===== config.mk =====
export PLATFORM = sky130hd
export DESIGN_NAME = bin2bcd_seq_flat
export DESIGN_NICKNAME = d
export VERILOG_FILES = /design/src/rtl/bin2bcd_seq_if.sv /design/src/rtl/bin2bcd_seq.sv /design/src/flat_wrapper.sv
export SDC_FILE = /design/constraint.sdc
export NUM_CORES = 1
export LEC_CHECK = 0
export ABC_AREA = 1
export BUFFER_PORTS_ARGS = -buffer_cell sky130_fd_sc_hd__buf_4
export CORE_MARGIN = 2
export CORE_UTILIZATION = 33
export CTS_CLUSTER_SIZE = 8
export DETAILED_ROUTE_END_ITERATION = 16
export PLACE_DENSITY = 0.59
export SYNTH_ARGS = -nofsm -noshare
export SYNTH_HDL_FRONTEND = slang
export SYNTH_SLANG_ARGS = --single-unit
export TNS_END_PERCENT = 20

===== constraint.sdc =====
create_clock -name clk -period 1.38 [get_ports clk]
set_input_delay 0.276 -clock clk [delete_from_list [all_inputs] [get_ports clk]]
set_output_delay 0.276 -clock clk [all_outputs]
set_load 0.005 [all_outputs]

===== src/rtl/bin2bcd_seq_if.sv =====
// Handshake bundle for bin2bcd_seq: operand request side and result side.
// The master drives operands and accepts results; the slave is the converter.
interface bin2bcd_seq_if #(
  parameter int WIDTH  = 8,
  parameter int DIGITS = 3
);
  logic                  in_valid;
  logic                  in_ready;
  logic [WIDTH-1:0]      A;
  logic                  out_valid;
  logic                  out_ready;
  logic [4*DIGITS-1:0]   B;
  logic                  M3;
  logic                  Z;

  modport master (
    output in_valid, A, out_ready,
    input  in_ready, out_valid, B, M3, Z
  );

  modport slave (
    input  in_valid, A, out_ready,
    output in_ready, out_valid, B, M3, Z
  );
endinterface


===== src/rtl/bin2bcd_seq.sv =====
// Sequential double-dabble binary-to-BCD converter, one operand bit per clock,
// with serially computed divisible-by-3 and zero flags.
module bin2bcd_seq #(
  parameter int WIDTH  = 8,
  parameter int DIGITS = 3
) (
  input  logic           clk,
  input  logic           rst,
  bin2bcd_seq_if.slave   bus
);

  // True when DIGITS decimal digits can hold every WIDTH-bit value.
  function automatic bit digits_ok(input int w, input int d);
    longint unsigned lim;
    longint unsigned p;
    lim = (64'd1 << w) - 64'd1;
    p   = 64'd1;
    for (int k = 0; k < d; k++) begin
      p = p * 64'd10;
      if (p > lim) return 1'b1;
    end
    return 1'b0;
  endfunction

  if (WIDTH < 2 || WIDTH > 62 || !digits_ok(WIDTH, DIGITS)) begin : g_param_err
    $error("bin2bcd_seq: DIGITS=%0d cannot represent WIDTH=%0d (or WIDTH out of range)",
           DIGITS, WIDTH);
  end

  localparam int CW = $clog2(WIDTH + 1);

  typedef enum logic [1:0] {
    IDLE  = 2'd0,
    SHIFT = 2'd1,
    DONE  = 2'd2
  } state_t;

  state_t                state;
  logic [WIDTH-1:0]      bin;
  logic [4*DIGITS-1:0]   acc;
  logic [1:0]            r;
  logic                  zf;
  logic [CW-1:0]         cnt;
  logic [4*DIGITS-1:0]   bres;
  logic                  m3res;
  logic                  zres;

  logic                  bitin;
  logic [4*DIGITS-1:0]   acc_adj;
  logic [4*DIGITS-1:0]   acc_next;
  logic [WIDTH-1:0]      bin_next;
  logic [1:0]            r_next;
  logic                  zf_next;

  // One double-dabble step: correct digits >= 5, then shift in the next MSB.
  // Remainder mod 3 tracks the value of the bits consumed so far.
  always_comb begin
    acc_adj = acc;
    for (int k = 0; k < DIGITS; k++) begin
      if (acc[4*k +: 4] >= 4'd5) acc_adj[4*k +: 4] = acc[4*k +: 4] + 4'd3;
    end
    bitin    = bin[WIDTH-1];
    acc_next = (acc_adj << 1) | {{(4*DIGITS-1){1'b0}}, bitin};
    bin_next = bin << 1;
    case (r)
      2'd0:    r_next = bitin ? 2'd1 : 2'd0;
      2'd1:    r_next = bitin ? 2'd0 : 2'd2;
      2'd2:    r_next = bitin ? 2'd2 : 2'd1;
      default: r_next = 2'd0;
    endcase
    zf_next = zf & ~bitin;
  end

  always_ff @(posedge clk) begin
    if (rst) begin
      state <= IDLE;
      bin   <= '0;
      acc   <= '0;
      r     <= 2'd0;
      zf    <= 1'b0;
      cnt   <= '0;
      bres  <= '0;
      m3res <= 1'b0;
      zres  <= 1'b0;
    end else begin
      case (state)
        IDLE: begin
          if (bus.in_valid) begin
            bin   <= bus.A;
            acc   <= '0;
            r     <= 2'd0;
            zf    <= 1'b1;
            cnt   <= CW'(WIDTH);
            state <= SHIFT;
          end
        end
        SHIFT: begin
          acc <= acc_next;
          bin <= bin_next;
          r   <= r_next;
          zf  <= zf_next;
          cnt <= cnt - 1'b1;
          // Last bit consumed: publish the result and hold it until acknowledged.
          if (cnt == CW'(1)) begin
            bres  <= acc_next;
            m3res <= (r_next == 2'd0);
            zres  <= zf_next;
            state <= DONE;
          end
        end
        DONE: begin
          if (bus.out_ready) state <= IDLE;
        end
        default: state <= IDLE;
      endcase
    end
  end

  assign bus.in_ready  = (state == IDLE);
  assign bus.out_valid = (state == DONE);
  assign bus.B         = bres;
  assign bus.M3        = m3res;
  assign bus.Z         = zres;

endmodule

===== src/flat_wrapper.sv =====
// flat-port wrapper written by rule: the top's interface ports become plain ports
module bin2bcd_seq_flat 
#(
  parameter int WIDTH  = 8,
  parameter int DIGITS = 3
)
  (clk, rst, bus_in_valid, bus_A, bus_out_ready, bus_in_ready, bus_out_valid, bus_B, bus_M3, bus_Z);
  bin2bcd_seq_if #(.WIDTH(WIDTH), .DIGITS(DIGITS)) bus_i ();
  input  logic clk;
  input  logic rst;
  input wire logic [$bits(bus_i.in_valid)-1:0] bus_in_valid;
  input wire logic [$bits(bus_i.A)-1:0] bus_A;
  input wire logic [$bits(bus_i.out_ready)-1:0] bus_out_ready;
  output wire logic [$bits(bus_i.in_ready)-1:0] bus_in_ready;
  output wire logic [$bits(bus_i.out_valid)-1:0] bus_out_valid;
  output wire logic [$bits(bus_i.B)-1:0] bus_B;
  output wire logic [$bits(bus_i.M3)-1:0] bus_M3;
  output wire logic [$bits(bus_i.Z)-1:0] bus_Z;
  assign bus_i.in_valid = bus_in_valid;
  assign bus_i.A = bus_A;
  assign bus_i.out_ready = bus_out_ready;
  assign bus_in_ready = bus_i.in_ready;
  assign bus_out_valid = bus_i.out_valid;
  assign bus_B = bus_i.B;
  assign bus_M3 = bus_i.M3;
  assign bus_Z = bus_i.Z;
  bin2bcd_seq #(.WIDTH(WIDTH), .DIGITS(DIGITS)) u_core (.clk(clk), .rst(rst), .bus(bus_i));
endmodule

Word level (Yosys, flattened, before mapping) --
Cells that the tools add are included.
Word-level totals: output and inout bits 16, bits of input ports 12, register bits 43, word-level logic and storage cells 55
Cells by class: $add $sub $neg 4, mux-type cells 21, magnitude comparators 3, bitwise gates (word level) 3, reduce and logical (&&, ||, !) cells 7, equal/unequal tests 8
Operators by type and width (number):
- one-hot mux 12 bit (2 select lines) | 1
- one-hot mux 8 bit (2 select lines) | 1
- greater-or-equal comparator 4 x 3 -> 1 bit (second input constant) | 3
- two-way mux 12 bit | 1
- two-way mux 2 bit | 6
- two-way mux 4 bit | 3
- bitwise OR 12 x 1 -> 12 bit | 1
- one-hot mux 2 bit (3 select lines) | 2
- adder 4 x 2 -> 4 bit (second input constant) | 2
- two-way mux 8 bit | 1
- one-hot mux 4 bit (2 select lines) | 1
- logical NOT 2 bit | 3
- == test 2 x 1 -> 1 bit (second input constant) | 2
- == test 2 bit (second input constant) | 2
- == test 4 x 1 -> 1 bit (second input constant) | 1
- != test 2 bit (second input constant) | 2
- one-hot mux 2 bit (2 select lines) | 1
- AND reduction 2 bit | 2
- subtractor 4 x 1 -> 4 bit (second input constant) | 1
- adder 3 x 2 -> 3 bit (second input constant) | 1
- two-way mux 3 bit | 1
- AND reduction 3 bit | 1
- two-way mux 1 bit | 2
- != test 2 x 1 -> 1 bit (second input constant) | 1
- 4 further kinds | 4

Longest topological paths before layout --
Gate-level depths: netlist of run 1.
depth in word-level cells 4, mapped depth 9, gate-level depth less buffers 9

Worst setup path before layout of run 1 --
Ideal clock, no wire load.
kind register -> register, start point register u_core.cnt[1], end point register u_core.bres[10], in the netlist u_core.bus.B[10], path buffers 1, arrival time 1.137 ns, cell stages (with the launch flop) 9, required time 1.263 ns, path slack 0.126 ns, cells stage by stage dfxtp_1 -> inv_1 -> ha_1 -> nand3_1 -> nor2_4 -> inv_2 -> buf_6 -> a21oi_1 -> nor2_1
On the way: word-level cells in the longest chain between the ends 2
RTL lines:
- start, declared | line bin2bcd_seq.sv:43 | logic [CW-1:0] cnt;
- start signal, assigned | line bin2bcd_seq.sv:93 | cnt <= CW'(WIDTH);
- start signal, assigned | line bin2bcd_seq.sv:102 | cnt <= cnt - 1'b1;
- == test 4 x 1 -> 1 bit | line bin2bcd_seq.sv:104 | if (cnt == CW'(1)) begin
- AND reduction 2 bit (no source line)
- end signal, assigned | line bin2bcd_seq.sv:105 | bres <= acc_next;
- end, declared | line bin2bcd_seq.sv:44 | logic [4*DIGITS-1:0] bres;
No other way between the ends. A chain may end at the register's enable or synchronous reset.

Worst setup path in the final report of run 1 --
start point register u_core.cnt[1], end point register u_core.bres[4], in the netlist u_core.bus.B[4]
Same word-level chain as after synthesis.

==> results.toml, run 1 <==
[status]
status = "complete, no violations"

[critical_path]
worst-path-buf-inv = 3
r2r_start = "u_core.cnt[1]"
r2r-end = "u_core.bus.B[4]"
startpoint = "u_core.cnt[1]"
setup.worst_path.end_class = "flop"
worstSetupPathType = "flop to flop"
cp.arrival_ns = 1.52
cp_slowest_cell = "dfxtp_1"
crit_path_end = "u_core.bus.B[4]"
path_depth = 9
max_stage_delay_ns = 0.31
cp.required_ns = 1.62
reg2reg_depth = 9
crit_family = "simple AND/OR/NAND/NOR gates"
crit_fanout = 17
crit_path_start_kind = "flop"
crit_chain = "inv_1 > ha_1 > nand3_1 > nor2_4 > buf_12 > nor2_1 > nor2_1 > nand2_1 > inv_1"
r2r_slack_ns = 0.10

[timing]
setup_slack_ns = 0.100
max_slew.worst_pin.slew_ns = 0.331
skew_ns = 0.00370
slew_headroom = 0.779
clock.fmax_mhz = 782
hold_ws_ns = 0.234
maxSlewViolCount = 0
setup_viol = 0
hold_viol_final = 0
finalCriticalPeriod_ns = 1.28
period_share = 0.927
rsz0062_at_grt = "yes"

[drt]
drc = 0
drt-initial-drc-count = 61
drt-total-wl_mm = 4.48
routedWlPerCell_um = 11.6
vias_per_cell = 4.68
ant_nets = 0
num_vias = 1808
firstDrtPassIters = 4

[place]
place_ws_ns = 0.0310
portBuffers = 27
globalplace.congestion = 0.782
hpwl_mm = 2.98

[layout]
drive_gt1_frac = 0.209
fillers = 613
nNetsFinal = 330
syn_to_final_growth_pct = 23.2
antenna_cells = 0

[synthesis]
yosys.cell_types.count = 25
synth_area_leaders = "dfxtp_1 43%, nand2_1 14%, a21oi_1 8.7%"
yosysTopAreaCellShare = 0.425
avgSynthCellArea_um2 = 7.31
synth_edf_count = 0
syn_area_um2 = 2020
synth_top_area_cell = "dfxtp_1"
ys_seq_area_frac = 0.425
syn_inst = 277
synth_seq_cells = 43
async_flop_share = 0
syn_nets = 297
synthFlopType = "dfxtp_1"
yosysWarnings = 0
synth.most_common_cell = "nand2_1"
ys_top_cells_by_count = "75 x nand2_1, 43 x dfxtp_1, 35 x a21oi_1"

[clocking]
clock-root-buffer = "clkbuf_8"
cts-buffers-inserted = 5
numClockSinks = 43
htreeDepth = 2
cts_resized = 0
postCtsSetupRepairBufs = 0
cts_buffer_depth = 2
tritoncts = "done"
insertion_delay_ns = 0.29
cts_hold_buf = 0
clk_pin_slew_ns = 0.08

[floorplanning]
die_h_um = 82.3
die_x_um = 82.3
io_pins = 28
die-area_um2 = 6780
core_um2 = 5920
fp-row-count = 28
initial_utilization = 0.342

[flow_run]
max_cap_viol_count = 0

[power_and_ir_drop]
powerDensity_nw_per_um2 = 1060
p_leak_uw = 0.00109
finalPower_uw = 2650
vdd_drop_max_mv = 0.539

[grt]
grt_max_degree = 28
grt_usage = 0.150
antenna_found_initial = 0
grt_pass1_vias = 1735
grt_pass1_wl_mm = 7.74
grt-ovfl-total = 0

[hold_path]
hp-class = "input pin to flop"
power breakdown:
group	switching [µW]	internal, µW
registers	32.6	1290
clock network	425	586
logic	180	138
total	637	2010
routing by layer:
layer	global-route usage	vias to the layer above	routed length, µm
met4	0.0400	0	29
met5	0	-	0
li1	-	969	-
met3	0.0533	2	190
met1	0.191	812	2180
met2	0.240	25	2080
registers in the layout, summed over array words and instances, names as in the netlist:
register / cells
u_core.bin: 8
u_core.bus.M3: 1
u_core.r: 2
u_core.bus.Z: 1
u_core.state: 2
u_core.zf: 1
u_core.bus.B: 12
u_core.acc: 12
u_core.cnt: 4
cell families (layout without fill, tap and decap cells):
logic type,Yosys count,count (layout),share of synthesized area
compound gates,62,62,0.168
simple gates,125,125,0.265
fa+ha+maj,8,8,0.0494
flops,43,43,0.425
buf+inv,39,73,0.0921
placed cells by master (no fill, tap or decap), types with 2 or more instances in the layout:
cell type / n
nand2_1: 73
dfxtp_1: 38
a21oi_1: 34
buf_4: 33
inv_1: 25
nor2_1: 20
nand3_1: 16
o21ai_0: 15
ha_1: 8
nand4_1: 6
clkbuf_8: 6
dfxtp_2: 5
o21a_1: 4
inv_2: 3
nand2_2: 3
a21oi_2: 3
a22oi_1: 3
buf_12: 3
nor2_4: 2
nand3_2: 2
worst reg2reg max path, cell delays in order, from the launching register on:
cell	delay, ns
dfxtp_1	0.31
inv_1	0.09
ha_1	0.14
nand3_1	0.13
nor2_4	0.17
buf_12	0.17
nor2_1	0.05
nor2_1	0.08
nand2_1	0.06
inv_1	0.04
final cells by class:
type | count | area [µm²] | area share
Multi-Input combinational cell | 195 | 996 | 0.399
Timing Repair Buffer | 36 | 308 | 0.123
Clock buffer | 6 | 82.6 | 0.0331
Clock inverter | 2 | 35.0 | 0.0140
Tap cell | 75 | 93.8 | 0.0376
Sequential cell | 43 | 867 | 0.348
Inverter | 29 | 111 | 0.0447
worst min-delay path by stage:
stage	from	end	slack, ns	depth (start not counted)
final	bus_out_ready	u_core.state[1]	0.23	4
after global placement	u_core.acc[11]	u_core.acc[11]	0.45	2
after CTS	bus_A[0]	u_core.bin[0]	0.23	3
after detailed placement	u_core.bin[6]	u_core.bin[6]	0.45	2
after floorplan	bus_A[0]	u_core.bin[0]	0.42	2
after global routing	bus_out_ready	u_core.state[1]	0.23	4
per-stage QoR:
stage | utilization | setup TNS, ns | std cells | instance area, µm²
after detailed placement | 0.397 | 0 | 378 | 2350
after global placement | 0.397 | 0 | 378 | 2350
after CTS | 0.417 | 0 | 386 | 2470
final | 0.421 | 0 | 386 | 2490
after global routing | 0.421 | -0.00913 | 386 | 2490
after floorplan | - | 0 | 277 | 2020
(Power assumes the default switching activity.)
==> inputs of run 2 (changes only) <==
--- a/config.mk
+++ b/config.mk
@@ -8,10 +8,10 @@
 export ABC_AREA = 1
 export BUFFER_PORTS_ARGS = -buffer_cell sky130_fd_sc_hd__buf_4
 export CORE_MARGIN = 2
-export CORE_UTILIZATION = 33
+export CORE_UTILIZATION = 56
 export CTS_CLUSTER_SIZE = 8
 export DETAILED_ROUTE_END_ITERATION = 16
-export PLACE_DENSITY = 0.59
+export PLACE_DENSITY = 0.86
 export SYNTH_ARGS = -nofsm -noshare
 export SYNTH_HDL_FRONTEND = slang
 export SYNTH_SLANG_ARGS = --single-unit
==> results.toml, run 2 (same netlist as run 1, synthesis figures left out) <==
[status]
status = "complete, no violations"

[drt]
drc = 0
num_vias = 1919
routedWlPerCell_um = 12.5
drt-total-wl_mm = 4.47
vias_per_cell = 5.35
ant_nets = 0
firstDrtPassIters = 4
drt-initial-drc-count = 120

[timing]
finalCriticalPeriod_ns = 1.32
tns_ns = 0
skew_ns = 0.00920
slew_headroom = 0.699
max_slew.worst_pin.slew_ns = 0.451
period_share = 0.955
hold_viol_final = 0
clock.fmax_mhz = 759
setup_viol = 0
maxSlewViolCount = 0
rsz0062_at_grt = "yes"

[hold_path]
hp-class = "input pin to flop"

[layout]
layout_common_cells = "74 x nand2_1, 38 x dfxtp_1, 35 x a21oi_1, 35 x buf_4, 22 x inv_1"
design_area_um2 = 2420
antenna_cells = 0
syn_to_final_growth_pct = 19.3
drive_gt1_frac = 0.227
nNetsFinal = 332
mostFrequentLayoutCell = "nand2_1"

[grt]
grt-ovfl-total = 0
grt_usage = 0.232
grt_max_degree = 28
grt_pass1_wl_mm = 7.51
antenna_found_initial = 0
grt_pass1_vias = 1812

[floorplanning]
fp-row-count = 21
die_x_um = 64.1
die-area_um2 = 4110
initial_utilization = 0.593
die_h_um = 64.1
io_pins = 28
core_um2 = 3420

[power_and_ir_drop]
vdd_drop_max_mv = 0.651
p_leak_uw = 0.00107
powerDensity_nw_per_um2 = 975

[clocking]
insertion_delay_ns = 0.37
cts-buffers-inserted = 5
numClockSinks = 43
postCtsSetupRepairBufs = 0
tritoncts = "done"
cts_buffer_depth = 2
clock-root-buffer = "clkbuf_4"
htreeDepth = 2
clk_pin_slew_ns = 0.12

[place]
postPlaceCellArea_um2 = 2290
portBuffers = 27
globalplace.congestion = 0.877
hpwl_mm = 2.89

[critical_path]
worstSetupPathType = "flop to flop"
cp.arrival_ns = 1.59
cp.required_ns = 1.65
setup.worst_path.end_class = "flop"
crit_fanout = 5
crit_path_start_kind = "flop"

[flow_run]
max_cap_viol_count = 0
==> run 2: area by class of cell <==
type / instances / area (µm²)
clock buffer: 8 / 68.8
fill: 294 / 1000
tap: 46 / 57.6
sequential: 43 / 870
multi-input combinational: 195 / 1010
timing repair buffer: 38 / 299
inverter: 29 / 109
==> run 2: critical path: stages, from the launching register on <==
cell	delay [ns]
dfxtp_2	0.38
inv_1	0.08
ha_2	0.19
inv_1	0.08
nand2_2	0.08
nand3_2	0.10
nand2_1	0.09
a21oi_1	0.17
nor2_1	0.05
==> run 2: power by group <==
group          internal (µW)  switching, µW
Clock                    300            415
Combinational            133            179
Sequential              1290           37.2
==> run 2: what timing repair did <==
| action | in CTS | in global routing |
|---|---|---|
| cloned | 0 | 1 |
| hold endpoints to repair | 0 | 0 |
| pin swaps | 0 | 4 |
| hold buffers | 0 | 0 |
| gates resized for setup | 2 | 16 |
| setup endpoints to repair | 3 | 16 |
==> run 2: path summary, 6_finish.rpt <==
check | from | endpoint | slack [ns] | cells past startpoint
worst max-delay path | u_core.acc[0] | u_core.bus.B[1] | 0.06 | 8
worst min-delay path | bus_out_ready | u_core.state[1] | 0.16 | 4
worst max register to register | u_core.acc[0] | u_core.bus.B[1] | 0.06 | 8
worst min register to register | u_core.bin[0] | u_core.bin[0] | 0.47 | 2
==> run 2: per-layer routing <==
metal | wire [µm] | vias to the layer above | track usage
met5 | 0 | - | 0
met4 | 111 | 0 | 0.0931
met3 | 254 | 14 | 0.0581
met2 | 2140 | 61 | 0.398
met1 | 1970 | 872 | 0.278
li1 | - | 972 | -
==> run 2: per-stage QoR <==
step | setup WS (ns) | hold WS [ns] | utilization | instances | total power (µW)
2_1_floorplan | 0.126 | 0.424 | - | 277 | 1550
3_3_place_gp | 0.0907 | 0.451 | 0.672 | 350 | 1650
3_5_place_dp | 0.0136 | 0.455 | 0.672 | 350 | 1650
4_1_cts | 0.0173 | 0.160 | 0.693 | 358 | 2340
5_1_grt | -0.0399 | 0.145 | 0.707 | 359 | 2460
6_report | 0.0618 | 0.156 | 0.707 | 359 | 2360
==> inputs of run 3 (changes only) <==
--- a/config.mk
+++ b/config.mk
@@ -6,12 +6,15 @@
 export NUM_CORES = 1
 export LEC_CHECK = 0
 export ABC_AREA = 1
+export ABC_CLOCK_PERIOD_IN_PS = 1380
 export BUFFER_PORTS_ARGS = -buffer_cell sky130_fd_sc_hd__buf_4
 export CORE_MARGIN = 2
 export CORE_UTILIZATION = 56
 export CTS_CLUSTER_SIZE = 8
 export DETAILED_ROUTE_END_ITERATION = 16
 export PLACE_DENSITY = 0.86
+export REMOVE_ABC_BUFFERS = 1
+export SLEW_MARGIN = 0
 export SYNTH_ARGS = -nofsm -noshare
 export SYNTH_HDL_FRONTEND = slang
 export SYNTH_SLANG_ARGS = --single-unit
==> results.toml, run 3 (same netlist as run 1, synthesis figures left out) <==
[clocking]
clock-root-buffer = "clkbuf_4"
cts_buffer_depth = 2
numClockSinks = 43
tritoncts = "done"
insertion_delay_ns = 0.37
cts_hold_buf = 0
postCtsSetupRepairBufs = 0
clk_pin_slew_ns = 0.11
cts-buffers-inserted = 5
htreeDepth = 2

[layout]
antenna_cells = 0
mostFrequentLayoutCell = "nand2_1"
nNetsFinal = 330
fillers = 303
syn_to_final_growth_pct = 18.8
fin_util = 0.704
final_cells = 357
drive_gt1_frac = 0.225
layout_common_cells = "73 x nand2_1, 38 x dfxtp_1, 35 x buf_4"

[place]
hpwl_mm = 2.88
portBuffers = 27
post-place-cells = 349
place_ws_ns = 0.00711
globalplace.congestion = 0.905

[critical_path]
r2r_slack_ns = 0.08
r2r_start = "u_core.cnt[0]"
crit_fanout = 4
crit_chain = "nor2_1 > buf_4"
setup.worst_path.end_class = "output pin"
startpoint = "u_core.state[0]"
r2r-end = "u_core.bus.B[2]"
reg2reg_depth = 6
crit_path_start_kind = "flop"
max_stage_delay_ns = 0.45
crit_path_end = "bus_in_ready"
worstSetupPathType = "flop to output pin"
cp.arrival_ns = 1.05
cp_slowest_cell = "dfxtp_1"
cp.required_ns = 1.10

[power_and_ir_drop]
powerDensity_nw_per_um2 = 964
p_int_uw = 1710
p_leak_uw = 0.00106
power_frac_comb = 0.131
vdd_drop_max_mv = 0.789
swShare = 0.261
p_sw_uw = 605
clockPowerShare = 0.299
seqPwrFrac = 0.570

[grt]
grt-ovfl-total = 0
grt_max_degree = 28
grt_pass1_wl_mm = 7.01
antenna_found_initial = 0
grt_pass1_vias = 1685
grt_usage = 0.220

[drt]
vias_per_cell = 5.24
ant_nets = 0
drt-initial-drc-count = 119
drc = 0
routedWlPerCell_um = 12.0
drt-total-wl_mm = 4.27
num_vias = 1872
firstDrtPassIters = 4

[hold_path]
hp-class = "input pin to flop"
hold_start = "bus_out_ready"

[timing]
finalCriticalPeriod_ns = 1.32
hold_ws_ns = 0.159
rsz0062_at_grt = "yes"
setup_viol = 0
hold_viol_final = 0
slew_headroom = 0.770
clock.fmax_mhz = 756
max_slew.worst_pin.slew_ns = 0.344
maxSlewViolCount = 0
period_share = 0.958
setup_slack_ns = 0.0579
skew_ns = 0.00677
tns_ns = 0

[floorplanning]
io_pins = 28
fp-row-count = 21
die-area_um2 = 4110
core_um2 = 3420
initial_utilization = 0.593
die_h_um = 64.1
die_x_um = 64.1

[flow_run]
max_cap_viol_count = 0

[status]
status = "complete, no violations"
[run 3: metrics by stage]
step                      total power, µW  instance area (µm²)
final                                2320                 2400
after floorplan                      1510                 1950
after global routing                 2430                 2400
after global placement               1640                 2290
after CTS                            2340                 2360
after detailed placement             1650                 2290
[run 3: layout make-up]
type | instances | area [µm²] | share of cell area
multi-input combinational | 195 | 1010 | 0.422
sequential | 43 | 872 | 0.363
timing repair buffer | 36 | 283 | 0.118
inverter | 29 | 109 | 0.0453
clock buffer | 8 | 68.8 | 0.0286
tap | 46 | 57.6 | 0.0239
[run 3: worst min path at each step]
stage                     slack (ns)  cells past startpoint               to
after floorplan                 0.34                      1    u_core.acc[2]
after global placement          0.45                      2  u_core.bus.B[0]
after detailed placement        0.45                      2  u_core.bus.B[0]
after CTS                       0.15                      4  u_core.state[1]
after global routing            0.17                      3    u_core.bin[1]
final                           0.16                      4  u_core.state[1]
[run 3: power by group through the flow]
stage	Clock, µW	Combinational (µW)	Sequential (µW)
detailed placement	0	295	1350
floorplan	0	165	1350
global placement	0	290	1350
CTS	714	297	1320
global route	764	341	1330
finish	694	303	1320
[run 3: worst max-delay path, delay by kind of cell, from the launching register on]
family | cells | cell delay [ns]
flip-flops | 1 | 0.45
buffers and inverters | 1 | 0.14
AND/OR/NAND/NOR | 1 | 0.10
[run 3: routing by layer]
| metal | vias up | global-route usage | share of wire |
|---|---|---|---|
| met5 | - | 0 | 0 |
| met1 | 848 | 0.251 | 0.44 |
| met2 | 40 | 0.383 | 0.49 |
| met3 | 12 | 0.0440 | 0.042 |
| li1 | 972 | - | - |
| met4 | 0 | 0.120 | 0.027 |
[run 3: repair_timing]
item                                    4_1_cts  5_1_grt
endpoints found under the setup margin        2       18
resized for setup                             2       16
gates cloned                                  0        0
pin swaps                                     0        2
